`src/rtl/clock_period_meter.sv`:
```
// -----------------------------------------------------------------------------
// clock_period_meter
//
// Measures the period of a slow, asynchronous clock (sig_in) in clk_in cycles.
// sig_in is synchronised, and each rising edge produces a one-cycle tick. The
// number of clk_in cycles between consecutive edges is reported on period_out,
// qualified by a one-cycle period_valid pulse. locked asserts after LOCK_COUNT
// consecutive periods fall within EXPECTED +/- TOL. timeout_out asserts when
// no edge arrives within TIMEOUT cycles.
//
// Ports:
//   clk_in        in   system clock
//   reset_in      in   asynchronous, active-high reset
//   sig_in        in   slow clock to measure (asynchronous to clk_in)
//   tick_out      out  one-cycle pulse per detected rising edge of sig_in
//   period_out    out  [CNT_W] last measured period in clk_in cycles
//   period_valid  out  one-cycle pulse when period_out updates
//   locked        out  LOCK_COUNT consecutive in-tolerance periods seen
//   timeout_out   out  no edge within TIMEOUT cycles
//
// Optional feature, enabled by defining CLOCK_PERIOD_METER_HIST_EN:
//   clear_hist    in   resets the min/max history on the next posedge
//   period_min    out  [CNT_W] smallest period since reset / clear
//   period_max    out  [CNT_W] largest period since reset / clear
// -----------------------------------------------------------------------------
module clock_period_meter #(
    parameter int unsigned CNT_W      = 27,
    parameter int unsigned EXPECTED   = 100000,
    parameter int unsigned TOL        = 16,
    parameter int unsigned TIMEOUT    = 200000,
    parameter int unsigned LOCK_COUNT = 4
) (
    input  logic             clk_in,
    input  logic             reset_in,
    input  logic             sig_in,
    output logic             tick_out,
    output logic [CNT_W-1:0] period_out,
    output logic             period_valid,
    output logic             locked,
    output logic             timeout_out
`ifdef CLOCK_PERIOD_METER_HIST_EN
    ,
    input  logic             clear_hist,
    output logic [CNT_W-1:0] period_min,
    output logic [CNT_W-1:0] period_max
`endif
);

    // Tolerance window as CNT_W-bit unsigned bounds; the lower bound clamps
    // at zero instead of wrapping when EXPECTED < TOL.
    localparam logic [CNT_W-1:0] TOL_LO    = (EXPECTED > TOL) ? CNT_W'(EXPECTED - TOL) : '0;
    localparam logic [CNT_W-1:0] TOL_HI    = CNT_W'(EXPECTED + TOL);
    localparam logic [CNT_W-1:0] TIMEOUT_C = CNT_W'(TIMEOUT);

    localparam int unsigned        MATCH_W = (LOCK_COUNT < 2) ? 1 : $clog2(LOCK_COUNT + 1);
    localparam logic [MATCH_W-1:0] LOCK_C  = MATCH_W'(LOCK_COUNT);

    typedef enum logic [1:0] {
        ST_IDLE,
        ST_RUN,
        ST_STALL
    } state_t;

    state_t             state_q;
    logic               sync1_q;
    logic               sync2_q;
    logic               prev_q;
    logic [CNT_W-1:0]   cnt_q;
    logic [MATCH_W-1:0] match_q;
    logic               tick_q;
    logic [CNT_W-1:0]   period_q;
    logic               valid_q;
    logic               locked_q;
    logic               timeout_q;

    logic               sig_edge;
    logic               report_d;
    logic               in_tol;
    logic [MATCH_W-1:0] match_d;

    assign sig_edge = sync2_q & ~prev_q;

    // A period is only reported when an edge closes an interval that was
    // fully measured, i.e. while running. IDLE and STALL edges just restart.
    assign report_d = (state_q == ST_RUN) && sig_edge;

    assign in_tol = (cnt_q >= TOL_LO) && (cnt_q <= TOL_HI);

    // NOTE: next-state terms are continuous assigns with a value on every
    // path, so no storage can be inferred outside the clocked block.
    assign match_d = !in_tol              ? '0      :
                     (match_q == LOCK_C)  ? match_q :
                                            match_q + 1'b1;

    // Synchroniser, period counter, lock tracking and registered outputs.
    // tick_out, period_valid and locked all update on the same posedge.
    always_ff @(posedge clk_in or posedge reset_in) begin
        if (reset_in) begin
            state_q   <= ST_IDLE;
            sync1_q   <= 1'b0;
            sync2_q   <= 1'b0;
            prev_q    <= 1'b0;
            cnt_q     <= '0;
            match_q   <= '0;
            tick_q    <= 1'b0;
            period_q  <= '0;
            valid_q   <= 1'b0;
            locked_q  <= 1'b0;
            timeout_q <= 1'b0;
        end else begin
            // NOTE: non-blocking assignments let the three flops shift as a
            // chain; each stage sees its predecessor's value from before the edge.
            sync1_q <= sig_in;
            sync2_q <= sync1_q;
            prev_q  <= sync2_q;
            tick_q  <= sig_edge;
            valid_q <= 1'b0;

            case (state_q)
                ST_IDLE: begin
                    cnt_q <= '0;
                    if (sig_edge) begin
                        state_q <= ST_RUN;
                        cnt_q   <= CNT_W'(1);
                    end
                end

                ST_RUN: begin
                    // An edge on the timeout cycle still closes a valid period.
                    if (sig_edge) begin
                        period_q <= cnt_q;
                        valid_q  <= 1'b1;
                        cnt_q    <= CNT_W'(1);
                        match_q  <= match_d;
                        locked_q <= (match_d == LOCK_C);
                    end else if (cnt_q == TIMEOUT_C) begin
                        state_q   <= ST_STALL;
                        timeout_q <= 1'b1;
                        locked_q  <= 1'b0;
                        match_q   <= '0;
                    end else begin
                        cnt_q <= cnt_q + 1'b1;
                    end
                end

                ST_STALL: begin
                    if (sig_edge) begin
                        state_q   <= ST_RUN;
                        cnt_q     <= CNT_W'(1);
                        timeout_q <= 1'b0;
                    end
                end

                default: begin
                    state_q <= ST_IDLE;
                    cnt_q   <= '0;
                end
            endcase
        end
    end

    assign tick_out     = tick_q;
    assign period_out   = period_q;
    assign period_valid = valid_q;
    assign locked       = locked_q;
    assign timeout_out  = timeout_q;

`ifdef CLOCK_PERIOD_METER_HIST_EN
    logic [CNT_W-1:0] min_q;
    logic [CNT_W-1:0] max_q;

    // Starting from min = all-ones and max = 0 makes the first reported
    // period load both without a separate "empty" flag. Clear beats a
    // coinciding period, which is then simply dropped from the history.
    always_ff @(posedge clk_in or posedge reset_in) begin
        if (reset_in) begin
            min_q <= '1;
            max_q <= '0;
        end else if (clear_hist) begin
            min_q <= '1;
            max_q <= '0;
        end else if (report_d) begin
            if (cnt_q < min_q) min_q <= cnt_q;
            if (cnt_q > max_q) max_q <= cnt_q;
        end
    end

    assign period_min = min_q;
    assign period_max = max_q;
`endif

endmodule

```
`config.mk`:
```
export PLATFORM = sky130hd
export DESIGN_NAME = clock_period_meter
export DESIGN_NICKNAME = d
export VERILOG_FILES = /design/src/rtl/clock_period_meter.sv
export SDC_FILE = /design/constraint.sdc
export NUM_CORES = 1
export LEC_CHECK = 0
export BUFFER_PORTS_ARGS = -buffer_cell sky130_fd_sc_hd__buf_2
export CAP_MARGIN = 20
export CORE_ASPECT_RATIO = 0.75
export CORE_MARGIN = 10
export CORE_UTILIZATION = 60
export DETAILED_ROUTE_END_ITERATION = 16
export PLACE_DENSITY = 0.86
export SYNTH_ARGS = -nofsm -noshare
export SYNTH_HDL_FRONTEND = slang
export SYNTH_SLANG_ARGS = --single-unit
```
`constraint.sdc`:
```
create_clock -name clk_in -period 6.4 [get_ports clk_in]
set_clock_uncertainty 0.2 [all_clocks]
set_input_delay 0.32 -clock clk_in [delete_from_list [all_inputs] [get_ports clk_in]]
set_output_delay 0.32 -clock clk_in [all_outputs]
set_load 0.02 [all_outputs]
```
==> flow_summary.ini, run 1 <==
[drt]
vias = 2548
postRouteAntennaNets = 0
post_drt_wl_per_cell_um = 17.35
dr.pass1.iters = 6
viasPerCell = 6.184
wl_um = 7147
remaining_drc_errors = 0
first_iter_violations = 256
wl_met3_um = 579
highest_layer = met4
route.met2.wl_um = 3257
m1WireLength_um = 3221

[setup_path]
critPathKind = reg2reg
cp.required_ns = 6.46
cp_data_arrival_time_ns = 3.02
end_kind = flop
crit_path_max_fanout = 15
cp-start-kind = flop

[power]
clkPwrFrac_pct = 37.4
swShare_pct = 26.14
p_sw_uw = 247.5
combPwrFrac_pct = 11.9
p_per_area_nw_per_um2 = 262.8
seqPwrFrac_pct = 50.7
finalPower_uw = 946.8
irDropWorstVdd_mv = 0.2501
total_leakage_power_nw = 1.656
power.internal_uw = 699.3

[die]
initial_utilization_pct = 63.69
ios = 34
dieWidth_um = 104.2
die_h_um = 83.15
rows = 22
core-area_um2 = 5010
die_area_um2 = 8664

[timing]
holdWs_ns = 0.003873
relSlewSlack_pct = 32.91
final-max-slew-violation-count = 0
finalSetupTns_ns = 0
grt_setup_unrepaired = no
max_freq_mhz = 338.2
fin_ws_ns = 3.444
fin_crit_sh_pct = 46.20
layout_min_cycle_time_ns = 2.956
finalHoldViolCount = 0
worst_pin_slew_ns = 1.003
finalSetupViolations = 0

[final_layout]
postLayoutCellArea_um2 = 3602
num-nets-final = 343
n_antenna_cell = 0
final_core_util_pct = 71.90
drive_above_1_share_pct = 25.59
area_growth_pct = 12.90
instances_no_fill = 412

[synthesis]
yosysSeqAreaShare_pct = 51.76
ys_types = 49
synthCells = 307
syn_area_um2 = 3191
post_synth.cell_area_avg_um2 = 10.39
ys_warn_count = 0
async_flop_share_pct = 100.0
synthesis.nets = 314
synth-edff-count = 0
post-synth-top-count-cell = dfrtp_1
yosys-top-cells-area = dfrtp_1 (52%), mux2_2 (9.5%), o21ai_0 (4.7%)
synth_top_area_share_pct = 51.76
ys_ff_latch = 66
synth_common_cells = dfrtp_1 (66), o21ai_0 (30), mux2_2 (27), nand2_1 (24), a31oi_1 (14)
synth_ff_type = dfrtp_1
yosysTopAreaCell = dfrtp_1

[grt]
grt_pass1_vias = 2417
grt_usage_pct = 16.69
antenna_found_initial = 0
grt_max_degree = 67
grt_pass1_wl_um = 12010
gr-total-overflow = 0

[status]
outcome = finished, final reports clean

[placement]
dpl.cell_count = 396
dpl_cell_area_um2 = 3388
gp_congestion = 0.9070
hpwl_um = 4788
dp_slack_ns = 3.511
io_buffers = 33

[clock_network]
clk_path_buf_depth = 2
h-tree-depth = 3
cts_made_buffers = 9
cts_tree = yes
clk_pin_slew_ns = 0.07
root_buffer = clkbuf_8
clkSinkCount = 66
insertion_delay_ns = 0.34

[worst_hold_path]
hold_path.class = in2async

[run]
drv_cap = 0
cells in the final DEF, fill, tap and decap left out, types with 8 or more instances in the layout:
| cell | n |
|---|---|
| a21oi_1 | 10 |
| a31oi_1 | 14 |
| buf_2 | 33 |
| clkbuf_8 | 12 |
| dfrtp_1 | 66 |
| inv_1 | 8 |
| mux2_2 | 27 |
| nand2_1 | 24 |
| nand3_1 | 11 |
| nand4_1 | 10 |
| nor2_1 | 12 |
| nor3_1 | 9 |
| o21ai_0 | 30 |
| o31ai_1 | 10 |
layer usage:
metal | vias to the layer above | track usage, %
met5 | - | 0
met4 | 0 | 5.257
met3 | 11 | 5.864
met2 | 109 | 24.43
met1 | 1223 | 22.56
li1 | 1205 | -
power groups by stage:
stage / Clock, mW / Combinational, mW / Sequential [mW]
6_report: 0.354 / 0.113 / 0.480
4_1_cts: 0.362 / 0.114 / 0.479
3_3_place_gp: 0 / 0.112 / 0.483
5_1_grt: 0.384 / 0.125 / 0.484
3_5_place_dp: 0 / 0.112 / 0.487
2_1_floorplan: 0 / 0.0798 / 0.488
sequential cells by signal, summed over array words and instances, names as in the netlist:
| register | flops |
|---|---|
| state_q | 2 |
| locked | 1 |
| match_q | 3 |
| prev_q | 1 |
| sync1_q | 1 |
| timeout_out | 1 |
| sync2_q | 1 |
| period_out | 27 |
| tick_out | 1 |
| cnt_q | 27 |
| period_valid | 1 |
logic make-up after synthesis:
family	count (synthesis)	synth area share [%]
xor+xnor	2	0.5491
compound gates	83	16.71
fa+ha+maj	4	1.569
flops	66	51.76
buf+inv	29	3.765
mux	27	9.529
simple gates	96	16.12
final cells by class:
| class | count | area, um^2 |
|---|---|---|
| Tap cell | 72 | 90.09 |
| Sequential cell | 66 | 1652 |
| Inverter | 10 | 37.54 |
| Timing Repair Buffer | 37 | 197.7 |
| Clock buffer | 13 | 168.9 |
| Clock inverter | 2 | 35.03 |
| Multi-Input combinational cell | 212 | 1421 |
| Fill cell | 377 | 1408 |
worst max-delay path: stages, from the launching register on:
cell and delay, ns:
dfrtp_1 0.38, nand2b_1 0.22, clkinv_1 0.26, nor2_1 0.83, o21ai_1 0.46, or3_1 0.45, o21ai_0 0.07
path summary, 6_finish.rpt:
path                                 endpoint  depth (start not counted)  slack (ns)  startpoint
min in group clk_in                   sync2_q                          0        0.16     sync1_q
worst min register to register        sync2_q                          0        0.16     sync1_q
worst max register to register      cnt_q[14]                          6        3.44     sync2_q
max in group asynchronous           cnt_q[23]                          3        5.47    reset_in
worst max-delay path                cnt_q[14]                          6        3.44     sync2_q
worst min-delay path            period_out[1]                          3       0.004    reset_in
timing repair:
item,CTS,global route
hold buffers,1,0
endpoints found under the hold margin,1,0
buffers inserted,0,0
resized for setup,0,0
(Power assumes the default switching activity.)
==> inputs of run 2 (changes only) <==
CORE_UTILIZATION = 53   (was 60)
PLACE_DENSITY = 0.81   (was 0.86)
clock period = 2.4 ns   (was 6.4 ns; I/O delays follow)
==> run 2 against run 1 <==
Net effect:
- sequential power rose to 2.6 times the previous value
- sequential share of layout area is 3.0 points lower
- flip-flop and latch count unchanged
- via count up 5.7%
- largest cell class unchanged
- clock power rose to 3.1 times the previous value
- fmax up 31%
- global-route usage up 0.32 points
- total power rose to 2.9 times the previous value
- critical path depth fell by 1
- hold slack improved by 0.15 ns
- first-iteration DRC count rose by 5.9%
- non-clock buffer count grew 26
- critical path type unchanged
- largest power group unchanged
==> flow_summary.ini, run 2 (synthesis gave the netlist of run 1 again) <==
[status]
outcome = finished, final reports clean

[timing]
finalSetupTns_ns = 0
final-max-slew-violation-count = 0
fin_crit_sh_pct = 94.11
finalHoldViolCount = 0
grt_setup_unrepaired = no
max_freq_mhz = 442.8
finalSetupViolations = 0
relSlewSlack_pct = 59.29
layout_min_cycle_time_ns = 2.259
holdWs_ns = 0.1550
worst_pin_slew_ns = 0.6050

[power]
total_leakage_power_nw = 1.800
seqPwrFrac_pct = 44.8
clkPwrFrac_pct = 40.1
power.internal_mw = 2.043
p_per_area_nw_per_um2 = 711.8
irDropWorstVdd_mv = 0.6022
p_sw_uw = 697.4
combPwrFrac_pct = 15.1
swShare_pct = 25.45

[clock_network]
clk_pin_slew_ns = 0.07
insertion_delay_ns = 0.35
cts_made_buffers = 9
root_buffer = clkbuf_8
clkSinkCount = 66
cts_tree = yes
h-tree-depth = 3
clk_path_buf_depth = 2

[setup_path]
crit_chain = or4_1 > or4_4 > o21ai_1 > buf_4 > o21ai_0
reg2regPathDepth = 5
r2r_end = cnt_q[8]
crit_path_top_delay_cell = or4_1
crit_start = cnt_q[2]
cp_slowest_stage_delay_ns = 0.51
r2r-start = cnt_q[2]
end_kind = flop
crit_buf_inv = 1
reg2reg_slack_ns = 0.14
cp.required_ns = 2.43
critPathKind = reg2reg
cp-start-kind = flop
cp_data_arrival_time_ns = 2.29
crit_path_max_fanout = 6
path_depth = 5
crit_family = simple AND/OR/NAND/NOR gates
endpoint = cnt_q[8]

[final_layout]
num-nets-final = 369
n_antenna_cell = 0
drive_above_1_share_pct = 30.52
fillerInstances = 461
final_common_cell = dfrtp_1
final_cell_mix = dfrtp_1 (66), buf_2 (33), o21ai_0 (29)
area_growth_pct = 20.67

[grt]
antenna_found_initial = 0
grt_max_degree = 43
gr-total-overflow = 0
grt_pass1_vias = 2580
grt_pass1_wl_um = 12770
grt_usage_pct = 17.02

[placement]
gp_congestion = 0.9393
io_buffers = 33
hpwl_um = 5471

[die]
initial_utilization_pct = 54.77
die_area_um2 = 9556
ios = 34
rows = 24
dieWidth_um = 109.6
die_h_um = 87.20
core-area_um2 = 5826

[drt]
dr.pass1.iters = 5
post_drt_wl_per_cell_um = 17.16
first_iter_violations = 271
remaining_drc_errors = 0
wl_um = 7636
vias = 2693
viasPerCell = 6.052
postRouteAntennaNets = 0

[worst_hold_path]
hold_depth = 0
hold_path.class = reg2reg

[run]
drv_cap = 0
-- run 2: cell type report --
class / count / area (um^2) / area share, %
clock buffer: 11 / 131.4 / 3.412
clock inverter: 5 / 102.6 / 2.665
inverter: 10 / 37.54 / 0.9750
multi-input combinational: 212 / 1421 / 36.92
sequential: 66 / 1652 / 42.90
tap: 78 / 97.59 / 2.535
timing repair buffer: 63 / 407.9 / 10.59
-- run 2: power by group through the flow --
stage | Combinational [mW] | Sequential (mW) | Clock [mW]
floorplan | 0.213 | 1.30 | 0
global placement | 0.398 | 1.24 | 0
detailed placement | 0.410 | 1.25 | 0
CTS | 0.414 | 1.23 | 1.12
global route | 0.452 | 1.24 | 1.17
finish | 0.414 | 1.23 | 1.10
-- run 2: worst min-delay path by stage --
stage,startpoint,end
4_1_cts,reset_in,period_out[26]
5_1_grt,sync1_q,sync2_q
6_report,sync1_q,sync2_q
3_5_place_dp,reset_in,period_out[26]
3_3_place_gp,reset_in,period_out[26]
2_1_floorplan,sig_in,sync1_q
-- run 2: routing by layer --
layer	GRT usage [%]	wire length, um
met5	0	0
met3	7.249	746
met1	21.97	3342
met4	5.189	85
met2	25.30	3461
-- run 2: per-stage QoR --
step	setup slack [ns]	area, um^2	total power [mW]	utilization (%)	std cells
3_3_place_gp	0.1225	3588	1.642	61.60	426
2_1_floorplan	0.1072	3191	1.514	-	307
5_1_grt	0.01363	3850	2.865	66.09	445
6_report	0.1414	3850	2.740	66.09	445
3_5_place_dp	0.1226	3588	1.658	61.60	426
4_1_cts	0.1071	3842	2.766	65.96	444
-- run 2: timing repair --
item / in CTS / in global routing
endpoints found under the hold margin: 25 / 0
gates resized for setup: 0 / 1
hold buffers: 2 / 0
setup endpoints to repair: 0 / 8
setup buffers: 0 / 1
